### config.mk
export PLATFORM = sky130hd
export DESIGN_NAME = serial_adder
export DESIGN_NICKNAME = d
export VERILOG_FILES = /design/src/rtl/serial_adder.sv
export SDC_FILE = /design/constraint.sdc
export NUM_CORES = 1
export LEC_CHECK = 0
export CORE_MARGIN = 4
export CORE_UTILIZATION = 30
export CTS_CLUSTER_DIAMETER = 100
export DETAILED_ROUTE_END_ITERATION = 10
export PLACE_DENSITY = 0.61
export SYNTH_ARGS = -nofsm -noshare
export SYNTH_HDL_FRONTEND = slang
export SYNTH_SLANG_ARGS = --single-unit
export TNS_END_PERCENT = 50
### constraint.sdc
create_clock -name clk -period 1.3 [get_ports clk]
set_input_delay 0.39 -clock clk [delete_from_list [all_inputs] [get_ports clk]]
set_output_delay 0.39 -clock clk [all_outputs]
set_load 0.01 [all_outputs]
### src/rtl/serial_adder.sv
`timescale 1ns/1ps
// -----------------------------------------------------------------------------
// serial_adder
//
// Bit-serial adder/subtractor. Both operands are latched on start and then
// processed one bit per clock, LSB first, through a single full-adder cell and
// a carry flop. The result, carry-out / no-borrow and signed overflow are
// published together when the operation completes, with a one-cycle done pulse.
//
// Parameters
//   WIDTH     operand/result width in bits (>= 1)
//
// Ports
//   clk       rising-edge clock
//   rst       synchronous active-high reset; aborts any operation in flight
//   start     request an operation (sampled only when idle or done)
//   sub       0 = a+b, 1 = a-b; latched with start
//   a, b      operands; latched with start
//   busy      high while bits are being processed
//   done      one-cycle pulse; sum/carry/overflow valid from this cycle
//   sum       result, held until the next completion
//   carry     add: carry-out; sub: 1 = no borrow (a >= b unsigned)
//   overflow  signed overflow (carry into MSB xor carry out of MSB)
// -----------------------------------------------------------------------------
module serial_adder #(
  parameter int WIDTH = 8
) (
  input  logic             clk,
  input  logic             rst,
  input  logic             start,
  input  logic             sub,
  input  logic [WIDTH-1:0] a,
  input  logic [WIDTH-1:0] b,
  output logic             busy,
  output logic             done,
  output logic [WIDTH-1:0] sum,
  output logic             carry,
  output logic             overflow
);

  // Bit counter is at least one bit wide so WIDTH=1 still has a legal vector.
  localparam int CW = (WIDTH > 1) ? $clog2(WIDTH) : 1;
  localparam logic [CW-1:0] LAST_BIT = CW'(WIDTH - 1);

  typedef enum logic [1:0] {
    IDLE = 2'd0,
    RUN  = 2'd1,
    DONE = 2'd2
  } state_t;

  state_t           state_reg;
  logic [WIDTH-1:0] a_reg;
  logic [WIDTH-1:0] b_reg;     // holds ~b for subtraction
  logic             c_reg;     // running carry; preset to 1 for subtraction
  logic [CW-1:0]    cnt_reg;

  // Single full-adder cell working on the current LSBs.
  logic s_bit;
  logic c_next;

  assign s_bit  = a_reg[0] ^ b_reg[0] ^ c_reg;
  assign c_next = (a_reg[0] & b_reg[0]) | (a_reg[0] & c_reg) | (b_reg[0] & c_reg);

  // res_shift is the partial result after the current bit has been inserted at
  // the MSB end. Only WIDTH-1 bits need to be stored between cycles: on the last
  // bit the final value is taken straight from res_shift into sum.
  logic [WIDTH-1:0] res_shift;

  generate
    if (WIDTH == 1) begin : g_w1
      assign res_shift = s_bit;
    end else begin : g_wn
      logic [WIDTH-2:0] res_reg;

      always_ff @(posedge clk) begin
        if (rst) begin
          res_reg <= '0;
        end else if (state_reg == RUN) begin
          res_reg <= res_shift[WIDTH-1:1];
        end
      end

      assign res_shift = {s_bit, res_reg};
    end
  endgenerate

  always_ff @(posedge clk) begin
    if (rst) begin
      state_reg <= IDLE;
      a_reg     <= '0;
      b_reg     <= '0;
      c_reg     <= 1'b0;
      cnt_reg   <= '0;
      busy      <= 1'b0;
      done      <= 1'b0;
      sum       <= '0;
      carry     <= 1'b0;
      overflow  <= 1'b0;
    end else begin
      case (state_reg)
        IDLE, DONE: begin
          // done is a single-cycle pulse; a start seen in DONE chains the next
          // operation with no idle gap.
          done <= 1'b0;
          if (start) begin
            a_reg     <= a;
            b_reg     <= sub ? ~b : b;
            c_reg     <= sub;      // the +1 of two's complement negation
            cnt_reg   <= '0;
            state_reg <= RUN;
            busy      <= 1'b1;
          end else begin
            state_reg <= IDLE;
            busy      <= 1'b0;
          end
        end

        RUN: begin
          a_reg   <= a_reg >> 1;
          b_reg   <= b_reg >> 1;
          c_reg   <= c_next;
          cnt_reg <= cnt_reg + CW'(1);
          if (cnt_reg == LAST_BIT) begin
            // c_reg is the carry into the MSB at this point, c_next the carry out.
            state_reg <= DONE;
            busy      <= 1'b0;
            done      <= 1'b1;
            sum       <= res_shift;
            carry     <= c_next;
            overflow  <= c_reg ^ c_next;
          end
        end

        default: begin
          state_reg <= IDLE;
          busy      <= 1'b0;
          done      <= 1'b0;
        end
      endcase
    end
  end

endmodule

Word-level counts from Yosys, hierarchy flattened:

Index checks and enable logic that the tools add are counted.

* output and inout bits: 12
* logic and storage cells: 48
* input bits: 20
* register bits: 41

* reductions and logical operators: 6
* equal/unequal tests: 5
* add/sub/neg operators: 1
* bitwise operators: 10
* muxes and demuxes: 15

Operator list (count)
* 8-bit case mux with 2 select lines: 2
* 8-bit 2-to-1 mux: 3
* 8-bit inverter: 1
* 3-bit case mux with 2 select lines: 1
* 1-bit 2-to-1 mux: 4
* 1-bit case mux with 2 select lines: 2
* 2-bit case mux with 2 select lines: 1
* 2-bit AND reduction: 2
* 2-bit OR reduction: 2
* 3-bit by 1-bit adder with 3-bit output, second input constant: 1
* 1-bit bitwise AND: 3
* 3-bit equality test, second input constant: 1
* 3-bit 2-to-1 mux: 1
* 1-bit XOR: 3
* 2-bit by 1-bit equality test with 1-bit output, second input constant: 1
* 2-bit equality test, second input constant: 1
* 2-bit logical NOT: 1
* 2-bit 2-to-1 mux: 1
* 2-bit by 1-bit inequality test with 1-bit output, second input constant: 1
* 2-bit inequality test, second input constant: 1
* 1-bit OR: 2
* 2-bit nonzero test: 1
* 1-bit inverter: 1

Logic depth before layout (Yosys ltp):

Gate-level depths: netlist of run 1.

* word-level depth: 4
* depth in mapped cells: 6

Least setup slack after synthesis of run 1:

No wires, ideal clock.

* kind: register -> register
* start: register cnt_reg[0]
* end: register overflow
* arrival: 1.196 ns
* buffers on the path: 1
* stages on the path, launching flop included: 6
* slack: 0.019 ns
* setup time: 0.086 ns
* period minus slack after synthesis: 1.281 ns
* cell sequence: dfxtp_1 ha_1 ha_1 and3b_1 buf_2 a211oi_1

* cells in the longest elaborated chain, start to end: 2

Ends and longest elaborated chain
* start, declared: line 55 `logic [CW-1:0] cnt_reg;`
* start signal, assigned: line 122 `cnt_reg <= cnt_reg + CW'(1);`
* 3-bit equality test: line 123 `if (cnt_reg == LAST_BIT) begin`
* 2-bit AND reduction (no source line)
* end signal, assigned: line 130 `overflow <= c_reg ^ c_next;`
* end, declared: line 38 `output logic overflow`

Every way passes these cells.
A chain may end at the register's enable or synchronous reset.

Worst setup path after layout of run 1:

* start: register cnt_reg[1]
* end: register overflow

The elaborated chain is that of the path after synthesis.

==> results of run 1 <==
[worst min-delay path, cell delays in order (launching register included)]
cell	delay [ns]
dfxtp_1	0.31
nand2_1	0.05
a21oi_1	0.05
[per-stage QoR]
stage / setup WS (ns) / setup TNS (ns) / hold slack [ns] / cells
after floorplan: 0.0187 / 0 / 0.432 / 193
after global routing: -0.0443 / -0.176 / 0.473 / 301
after CTS: -0.0269 / -0.0739 / 0.455 / 301
final: 0.0204 / 0 / 0.453 / 301
after global placement: -0.234 / -4.13 / 0.443 / 293
after detailed placement: -0.270 / -4.57 / 0.447 / 293
[synthesized netlist by cell type (2+ instances only)]
library cell / n
nand3b_1: 2
nand2b_1: 3
dfxtp_1: 41
nand2_1: 36
xor2_1: 8
buf_6: 3
nand3_1: 20
a22oi_1: 5
clkbuf_1: 3
buf_2: 4
buf_4: 4
ha_1: 2
a21oi_1: 36
buf_1: 2
a22oi_2: 10
nor2_1: 4
[cell families (layout without fill, tap and decap cells)]
group | after synthesis | in the layout | share of synthesized area
flip-flops | 41 | 41 | 0.472
buffers and inverters | 17 | 53 | 0.0676
AO/OA/AOI/OAI | 54 | 54 | 0.211
AND/OR/NAND/NOR | 69 | 69 | 0.179
adder cells (fa/ha/maj) | 3 | 3 | 0.0259
XOR/XNOR | 9 | 9 | 0.0453
[area by class of cell]
type,instances,area share
clock buffer,8,0.0347
multi-input combinational,135,0.364
sequential,41,0.357
tap,72,0.0390
timing repair buffer,45,0.205
[worst paths after layout]
path,slack (ns),end
min,0.45,sum[5]
max,0.02,overflow
min reg2reg,0.45,sum[5]
max reg2reg,0.02,overflow
[where the power goes]
group	switching (mW)	total, mW	internal, mW	leakage, nW
sequential	0.0359	1.34	1.31	0.335
clock	0.411	0.793	0.381	0.0395
combinational	0.175	0.358	0.183	0.428
[metal layers]
| metal | vias up | track usage | wire length [microns] |
|---|---|---|---|
| met5 | - | 0 | 0 |
| met4 | 0 | 0.0526 | 74 |
| met3 | 8 | 0.0334 | 214 |
| met2 | 32 | 0.174 | 1670 |
| met1 | 619 | 0.119 | 1650 |
| li1 | 731 | - | - |
[what timing repair did]
action	in CTS	in global routing
endpoints found under the setup margin	19	27
pin swaps	0	1
gates resized for setup	17	20
==> run_results.csv, run 1 <==
group,metric,value,unit
synthesis,synth_top_area_frac,0.472,
clocking,cts_tree,"yes",
clocking,clockRootBuffer,"clkbuf_8",
synthesis,ys_top_cells_by_area,"dfxtp_1 (47%), a21oi_1 (10%), nand2_1 (7.8%), a22oi_2 (7.2%), nand3_1 (5.8%)",
critical_path,worstPathCellList,"ha_4 > ha_4 > and3b_2 > buf_6 > a211oi_2",
clocking,cts_sinks,41,
clocking,postCtsSetupBuffers,0,
timing,relSlewSlack,0.861,
timing,slew_violations,0,
layout,diodes,0,
global_route,grt_pass1_vias,1343,
critical_path,path_delay_family,"flip-flops",
timing,min_period,1.28,ns
synthesis,synth_edf_count,0,
clocking,htree_levels,2,
synthesis,async_flop_share,0,
drt,drt-vias-per-instance,4.62,
synthesis,ys_seq_area_frac,0.472,
layout,final_common_cell,"dfxtp_1",
clocking,postCtsHoldBufs,0,
placed_design,port_buffers,31,
timing,rsz0062_at_grt,"true",
critical_path,cpMostUsedCell,"ha_4",
global_route,grtUsageTotal,0.104,
run,maxCapViolations,0,
critical_path,critPathBufInv,1,
clocking,cts_buffers,5,
floorplan,die_area,7080,sq um
synthesis,avgSynthCellArea,9.02,sq um
layout,regArea,823,sq um
layout,nets,251,
placed_design,gp_congestion,0.699,
layout,multi_input_comb_area,841,sq um
placed_design,dpl_cell_area,2190,sq um
pwr,power_density,1080,nW/um^2
floorplan,start_util,0.312,
layout,layout-drive-gt1-share,0.179,
critical_path,cp.depth,5,
synthesis,netlist-cell-type-count,26,
drt,drtIter0Drc,44,
worst_hold_path,holdCritStartpoint,"sum[5]",
status,status,"finished clean",
synthesis,synth-warning-count,0,
drt,ant_nets,0,
layout,nFillCells,582,
timing,skew,0.00555,ns
critical_path,crit_arrival,1.49,ns
drt,detail_route.wl_per_cell,12.0,microns
critical_path,required,1.51,ns
critical_path,crit_type,"flip-flop to flip-flop",
timing,max_freq,782,MHz
synthesis,synth_cells,193,
timing,tightest_slew,0.208,ns
critical_path,r2r_start,"cnt_reg[1]",
pwr,p_leak,0.802,nW
layout,final_cell_area,2310,sq um
pwr,power.total,2.49,mW
pwr,peakVddDrop,0.516,mV
drt,vias,1390,
timing,finalHoldViolCount,0,
floorplan,num_rows,27,
synthesis,synth.largest_area_cell,"dfxtp_1",
synthesis,ys.flop_type,"dfxtp_1",
floorplan,ios,32,
clocking,clk_pin_slew,0.07,ns
timing,setup_viol,0,
worst_hold_path,hold_path_depth,2,
critical_path,start_kind,"flip-flop",
global_route,antenna_found_initial,0,
clocking,cts_buffer_depth,2,
worst_hold_path,hold_path.class,"flip-flop to flip-flop",
critical_path,reg2reg_depth,5,
synthesis,syn_area,1740,sq um
drt,drc,0,
placed_design,dp_hpwl,2380,microns
timing,post-route-period-util,0.984,
critical_path,max_stage_delay,0.34,ns
global_route,grt_pass1_wl,6000,microns
drt,drt_wl_total,3610,microns
layout,final_cell_mix,"dfxtp_1 (39), nand2_1 (36), a21oi_1 (34)",
floorplan,die_w,84.2,microns
synthesis,syn_nets,216,
critical_path,worstPathMaxFanout,4,
global_route,grt_start_max_net_pins,42,
critical_path,cp-end-kind,"flip-flop",
layout,utilization,0.414,
floorplan,core-area,5570,sq um
floorplan,die_y,84.2,microns
critical_path,crit_path_start,"cnt_reg[1]",
critical_path,cpMaxStageDelayCell,"dfxtp_2",
global_route,overflow,0,
synthesis,ys_seq_elements,41,
clocking,worstSkewPairLatency,0.29,ns
layout,area_growth_syn_to_layout,32.6,%
drt,drt_first_pass_iters,4,
Note: power is estimated with default switching activity, not from simulation.
==> inputs of run 2 (changes only) <==
- PLACE_DENSITY: 0.61 -> 0.59
- SKIP_LAST_GASP: not set -> 1
- clock period: 1.3 -> 1.2 ns (I/O delays scaled with it)
==> run 2 against run 1 <==
Net effect: the flow now finishes with violations (setup timing); cell area is 4.7% higher; setup slack worse by 0.096 ns; global-route usage grew 0.69 points; sequential share of layout area decreased by 1.1 points; hold slack better by 0.0011 ns; critical path depth grew 1; utilization up 1.9 points; combinational power is 14% higher; cell count rose by 4.3%.
==> run_results.csv, run 2 (same netlist as run 1, synthesis figures left out) <==
group,metric,value,unit
critical_path,required,1.38,ns
clocking,cts_buffers,5,
drt,vias,1470,
clocking,worstSkewPairLatency,0.29,ns
floorplan,num_rows,27,
global_route,grt_start_max_net_pins,42,
global_route,grtUsageTotal,0.111,
drt,drc,0,
critical_path,worstPathCellList,"ha_4 > ha_4 > and3b_2 > buf_6 > nand2_1 > a21oi_2",
timing,rsz0062_at_grt,"true",
clocking,cts_buffer_depth,2,
layout,diodes,0,
floorplan,die_y,84.2,microns
placed_design,dp_hpwl,2510,microns
timing,max_freq,784,MHz
layout,nets,264,
floorplan,core-area,5570,sq um
run,maxCapViolations,0,
drt,drt-vias-per-instance,4.68,
timing,tightest_slew,0.206,ns
drt,drtIter0Drc,139,
drt,drt_first_pass_iters,4,
pwr,p_leak,0.880,nW
clocking,clockRootBuffer,"clkbuf_8",
floorplan,start_util,0.312,
placed_design,dpl_cell_area,2240,sq um
floorplan,ios,32,
layout,area_growth_syn_to_layout,38.8,%
critical_path,cpMaxStageDelayCell,"dfxtp_2",
global_route,antenna_found_initial,0,
critical_path,crit_type,"flip-flop to flip-flop",
layout,layout-drive-gt1-share,0.372,
pwr,power_density,1180,nW/um^2
critical_path,cp-end-kind,"flip-flop",
placed_design,gp_congestion,0.698,
timing,relSlewSlack,0.863,
critical_path,cpMostUsedCell,"ha_4",
layout,final_cell_area,2420,sq um
clocking,cts_sinks,41,
layout,final_cell_mix,"nand2_1 (30), a21oi_1 (29), dfxtp_1 (29)",
timing,slew_violations,0,
layout,nFillCells,581,
pwr,peakVddDrop,0.419,mV
layout,multi_input_comb_area,881,sq um
worst_hold_path,hold_path.class,"flip-flop to flip-flop",
status,violations,"setup timing",
clocking,clk_pin_slew,0.08,ns
status,status,"finished, violations left",
global_route,grt_pass1_wl,6420,microns
floorplan,die_w,84.2,microns
critical_path,worstPathMaxFanout,4,
drt,detail_route.wl_per_cell,12.5,microns
critical_path,crit_arrival,1.46,ns
timing,post-route-period-util,1.06,
timing,finalHoldViolCount,0,
timing,setup_viol,23,
placed_design,port_buffers,31,
floorplan,die_area,7080,sq um
critical_path,start_kind,"flip-flop",
critical_path,max_stage_delay,0.34,ns
drt,drt_wl_total,3940,microns
global_route,overflow,0,
global_route,grt_pass1_vias,1357,
timing,fin_ws,-0.0755,ns
clocking,postCtsHoldBufs,0,
layout,regArea,836,sq um
layout,final_common_cell,"nand2_1",
drt,ant_nets,0,
clocking,htree_levels,2,
timing,skew,0.00540,ns
timing,min_period,1.28,ns
pwr,power.total,2.85,mW
clocking,cts_tree,"yes",
[run 2: power by group]
group	switching [mW]	internal, mW	total (mW)
clock network	0.469	0.520	0.988
registers	0.0398	1.42	1.46
logic	0.201	0.207	0.408
total	0.710	2.14	2.85
[run 2: layout make-up]
| class | count | share of cell area |
|---|---|---|
| Timing Repair Buffer | 58 | 0.210 |
| Multi-Input combinational cell | 135 | 0.365 |
| Tap cell | 72 | 0.0373 |
| Clock buffer | 7 | 0.0399 |
| Clock inverter | 1 | 0.00207 |
| Sequential cell | 41 | 0.346 |
[run 2: critical path: cells and delay by family (launching register included)]
kind / cells / cell delay, ns
and+or+nand+nor: 2 / 0.31
AOI/OAI and AO/OA: 1 / 0.05
buffers and inverters: 1 / 0.14
adders and majority gates: 2 / 0.32
DFF: 1 / 0.34
[run 2: final timing paths]
check                           slack [ns]  cells after the start        from  endpoint
worst max-delay path                 -0.08                      6  cnt_reg[1]    sum[0]
worst min register to register        0.45                      2       carry     carry
worst max register to register       -0.08                      6  cnt_reg[1]    sum[0]
worst min-delay path                  0.45                      2       carry     carry
[run 2: per-layer routing]
metal	vias to the layer above	wire, microns	track usage
met2	23	1830	0.169
met5	-	0	0
met4	0	53	0.0439
li1	760	-	-
met1	681	1890	0.147
met3	6	173	0.0343
[run 2: through the flow]
stage / TNS, ns / std cells / utilization / worst slack, ns / hold WS, ns
after floorplan: 0 / 193 / - / 0.00352 / 0.432
after global placement: -7.40 / 303 / 0.401 / -0.310 / 0.447
after detailed placement: -7.68 / 303 / 0.401 / -0.318 / 0.448
after CTS: -0.721 / 312 / 0.422 / -0.0655 / 0.456
after global routing: -2.18 / 314 / 0.433 / -0.131 / 0.477
final: -0.975 / 314 / 0.433 / -0.0755 / 0.454
[run 2: timing repair]
action | in CTS | in global routing
setup buffers | 1 | 1
setup endpoints to repair | 26 | 32
gates cloned | 0 | 1
resized for setup | 61 | 21
pin swaps | 0 | 1
==> edit 1: new RTL, flow settings as in run 1 <==
Register the output `sum` once more, cleared by the reset; this adds one clock of latency there. The other outputs are not delayed to match. Comments in the files are not updated.
--- a/src/rtl/serial_adder.sv
+++ b/src/rtl/serial_adder.sv
@@ -48,6 +48,8 @@
     DONE = 2'd2
   } state_t;
 
+  logic [WIDTH-1:0] sum_s0;
+
   state_t           state_reg;
   logic [WIDTH-1:0] a_reg;
   logic [WIDTH-1:0] b_reg;     // holds ~b for subtraction
@@ -93,7 +95,7 @@
       cnt_reg   <= '0;
       busy      <= 1'b0;
       done      <= 1'b0;
-      sum       <= '0;
+      sum_s0    <= '0;
       carry     <= 1'b0;
       overflow  <= 1'b0;
     end else begin
@@ -125,7 +127,7 @@
             state_reg <= DONE;
             busy      <= 1'b0;
             done      <= 1'b1;
-            sum       <= res_shift;
+            sum_s0    <= res_shift;
             carry     <= c_next;
             overflow  <= c_reg ^ c_next;
           end
@@ -140,5 +142,13 @@
     end
   end
 
+  always_ff @(posedge clk) begin
+    if (rst) begin
+      sum <= '0;
+    end else begin
+      sum <= sum_s0;
+    end
+  end
+
 endmodule
 
Check against the original RTL: not equivalent (a bounded check fails within 10 cycles, from zero or initial values and one cycle with rst high).
==> edit 1 against run 1 <==
Sequential power is 19% higher; sequential cell count up 8; area after synthesis grew 6.6%; worst setup slack gained 18 ps; utilization down 0.47 points; design area grew 5.6%; wire length grew 12%; total power increased by 13%.
==> edit 1: results (changes against run 1) <==
status: complete, no violations (unchanged)
switching power: 0.0006781 W (was 0.0006225 W)
crit-path max FO: 3 (was 4)
Initial Util: 0.3116 (was 0.3122)
Synth Net Count: 220 (was 216)
cells on worst reg2reg path: 6 (was 5)
placed inst area: 2318 µm² (was 2191 µm²)
GR met2 Demand/Resource: 0.1885 (was 0.1743)
fraction of layout cells with a size suffix above 1: 0.1568 (was 0.1790)
dpl ws: -237.7 ps (was -270.4 ps)
Worst EP arrival: 1460 ps (was 1490 ps)
seq pwr: 0.00159 W (was 0.00134 W)
pin count of the biggest net entering global routing: 23 (was 42)
per-cell routed wire length: 13.01 µm (was 11.99 µm)
Nets: 259 (was 251)
DR WL met2: 1.926 mm (was 1.668 mm)
DR iter-0 viols: 62 (was 44)
met3 wire len: 218 µm (was 214 µm)
first-pass GRT wire length: 6.513 mm (was 5.996 mm)
top post-synthesis cells by area: dfxtp_1, a21oi_1, nand3_1 (was dfxtp_1, a21oi_1, nand2_1)
Int Pwr: 0.002149 W (was 0.001872 W)
Lkg Pwr: 0.9189 nW (was 0.8020 nW)
via count: 1490 (was 1390)
VDD IR max: 0.0005183 V (was 0.0005162 V)
xor and xnor area share after synthesis: 0.04248 (was 0.04529)
GR Util met3: 0.04278 (was 0.03337)
Seq/Total Area, Yosys: 0.5287 (was 0.4716)
skew final: 7.306 ps (was 5.554 ps)
met1 WL: 1.856 mm (was 1.652 mm)
worst setup path end: sum_s0[2] (was overflow)
top post-synthesis cells by count: dfxtp_1, a21oi_1, nand3_1, nand2_1, a22oi_1 (was dfxtp_1, a21oi_1, nand2_1, nand3_1, a22oi_2)
GR Util All Layers: 0.1100 (was 0.1042)
drt total wl: 4.046 mm (was 3.610 mm)
r2r setup slk: 40 ps (was 20 ps)
dpl cells: 302 (was 293)
Syn Inst Count: 197 (was 193)
crit path launch: cnt_reg[0] (was cnt_reg[1])
complex-gate fraction of the synthesized area: 0.1794 (was 0.2106)
## edit 1: cell count changes in the layout (fill, tap and decap cells not counted), sizes merged, moves of 4 or more
| cell | change |
|---|---|
| nand2 | -14 |
| dfxtp | +8 |
| nor2b | +8 |
| o22a | +6 |
| a21oi | -5 |
| clkdlybuf4s15 | -5 |
| buf | +4 |
| nand3 | +4 |
## edit 1: repair_timing
item / CTS / global route
setup endpoints to repair: 21 / 30
cloned: 0 / 1
gates resized for setup: 18 / 21
buffers inserted: 0 / 1
pin swaps: 0 / 3
hold buffers: 0 / 0
## edit 1: layout make-up
type                    instances  area, µm²
clock buffers                   7      86.33
fillers                       615       3517
repair buffers                 49      460.4
well taps                      75      93.84
multi-input cells             131      814.5
flip-flops and latches         49      983.4
## edit 1: worst max-delay path, stage by stage, from the launching register on
cell      delay, ps
dfxtp_2         340
ha_4            160
ha_4            150
nand3b_1        130
nor2_2           70
buf_4           150
o22a_1          160
==> edit 2: new RTL, flow settings as in run 1 <==
Made on the original files. `WIDTH`: 8 -> 4.
--- a/src/rtl/serial_adder.sv
+++ b/src/rtl/serial_adder.sv
@@ -23,7 +23,7 @@
 //   overflow  signed overflow (carry into MSB xor carry out of MSB)
 // -----------------------------------------------------------------------------
 module serial_adder #(
-  parameter int WIDTH = 8
+  parameter int WIDTH = 4
 ) (
   input  logic             clk,
   input  logic             rst,
Ports: changed (resized a, b and sum); port bits go from 32 to 20. The function was not compared with the original's and may differ.
==> edit 2 against run 1 <==
Synthesized cell count fell by 41%; sequential cell count fell by 17; highest routed layer unchanged; final cell count fell by 41%; area after synthesis fell by 38%; total power fell by 47%; design area fell by 43%; worst setup slack improved by 48 ps; largest cell class unchanged; wire length fell by 44%.
==> edit 2: results (changes against run 1) <==
status: complete, no violations (unchanged)
clock root cell: clkbuf_4 (was clkbuf_8)
xor and xnor area share after synthesis: 0.04042 (was 0.04529)
Synth Net Count: 127 (was 216)
clk slew on worst S/H paths: 120 ps (was 70 ps)
PostCTS Resize Cnt: 21 (was 17)
fraction of layout cells with a size suffix above 1: 0.3030 (was 0.1790)
Power Clock: 0.000312 W (was 0.000793 W)
GR Util All Layers: 0.09822 (was 0.1042)
GRT met1 Usage: 0.1141 (was 0.1191)
Max-slew headroom: 0.7990 (was 0.8607)
vias per inst: 4.646 (was 4.618)
pin count of the biggest net entering global routing: 25 (was 42)
crit-path max FO: 3 (was 4)
CTS HTree Levels: 1 (was 2)
Seq pwr share: 0.599 (was 0.539)
first-pass GRT wire length: 3.498 mm (was 5.996 mm)
VDD IR max: 0.0006206 V (was 0.0005162 V)
drt total wl: 2.017 mm (was 3.610 mm)
dpl hpwl: 1.452 mm (was 2.379 mm)
skew final: 2.426 ps (was 5.554 ps)
Nets: 148 (was 251)
GR Util met3: 0.04433 (was 0.03337)
CTS Buf Count: 3 (was 5)
GR met2 Demand/Resource: 0.1721 (was 0.1743)
adder-cell share of the synthesized area: 0.03002 (was 0.02588)
Final GP Congestion: 0.6889 (was 0.6988)
DR iter-0 viols: 19 (was 44)
complex-gate fraction of the synthesized area: 0.1767 (was 0.2106)
Max stage delay on crit path: 430 ps (was 340 ps)
Lkg Pwr: 0.4688 nW (was 0.8020 nW)
==> edit 2: changes by cell type after synthesis, moves of 5 or more <==
cell / change
nand2_1: -21
dfxtp_1: -17
a21oi_2: +6
nand3_1: -9
a21oi_1: -22
nand3_2: +5
a22oi_2: -10
==> edit 2: routing by layer <==
layer,routed length (µm),share of wire
met1,921,0.46
met2,943,0.47
met3,144,0.071
met4,8,0.0040
met5,0,0
==> edit 2: cells by family (layout without fill, tap and decap cells) <==
group	after synthesis	count (layout)
adder cells (fa/ha/maj)	2	2
buffers and inverters	10	29
AO/OA/AOI/OAI	29	29
XOR/XNOR	5	5
flip-flops	24	24
AND/OR/NAND/NOR	43	43
==> edit 2: stage by stage <==
stage	setup WS (ps)	instance area [µm²]	cells	TNS, ps	total power (W)
after floorplan	17.80	1084	113	0	0.0009528
after CTS	-15.32	1356	178	-15.32	0.001338
final	68.60	1320	178	0	0.001315
after global routing	22.26	1320	178	0	0.001401
after detailed placement	-198.0	1321	175	-1805	0.001021
after global placement	-187.8	1321	175	-1550	0.001014
==> edit 2: worst min-delay path, stage by stage, from the launching register on <==
cell     delay [ps]
dfxtp_1         330
nand2_1          60
a21oi_2          40
==> edit 2: final timing paths <==
kind | startpoint | endpoint | slack, ps | depth (start not counted)
hold reg to reg | overflow | overflow | 470 | 2
setup reg to reg | a_reg[0] | overflow | 70 | 4
hold / removal | overflow | overflow | 470 | 2
setup / recovery | a_reg[0] | overflow | 70 | 4
==> edit 2: final cells by class <==
cell class,count,area (µm²)
clock buffers,3,22.52
fillers,361,2096
multi-input cells,79,525.5
flip-flops and latches,24,486.7
well taps,46,57.56
repair buffers,26,227.7
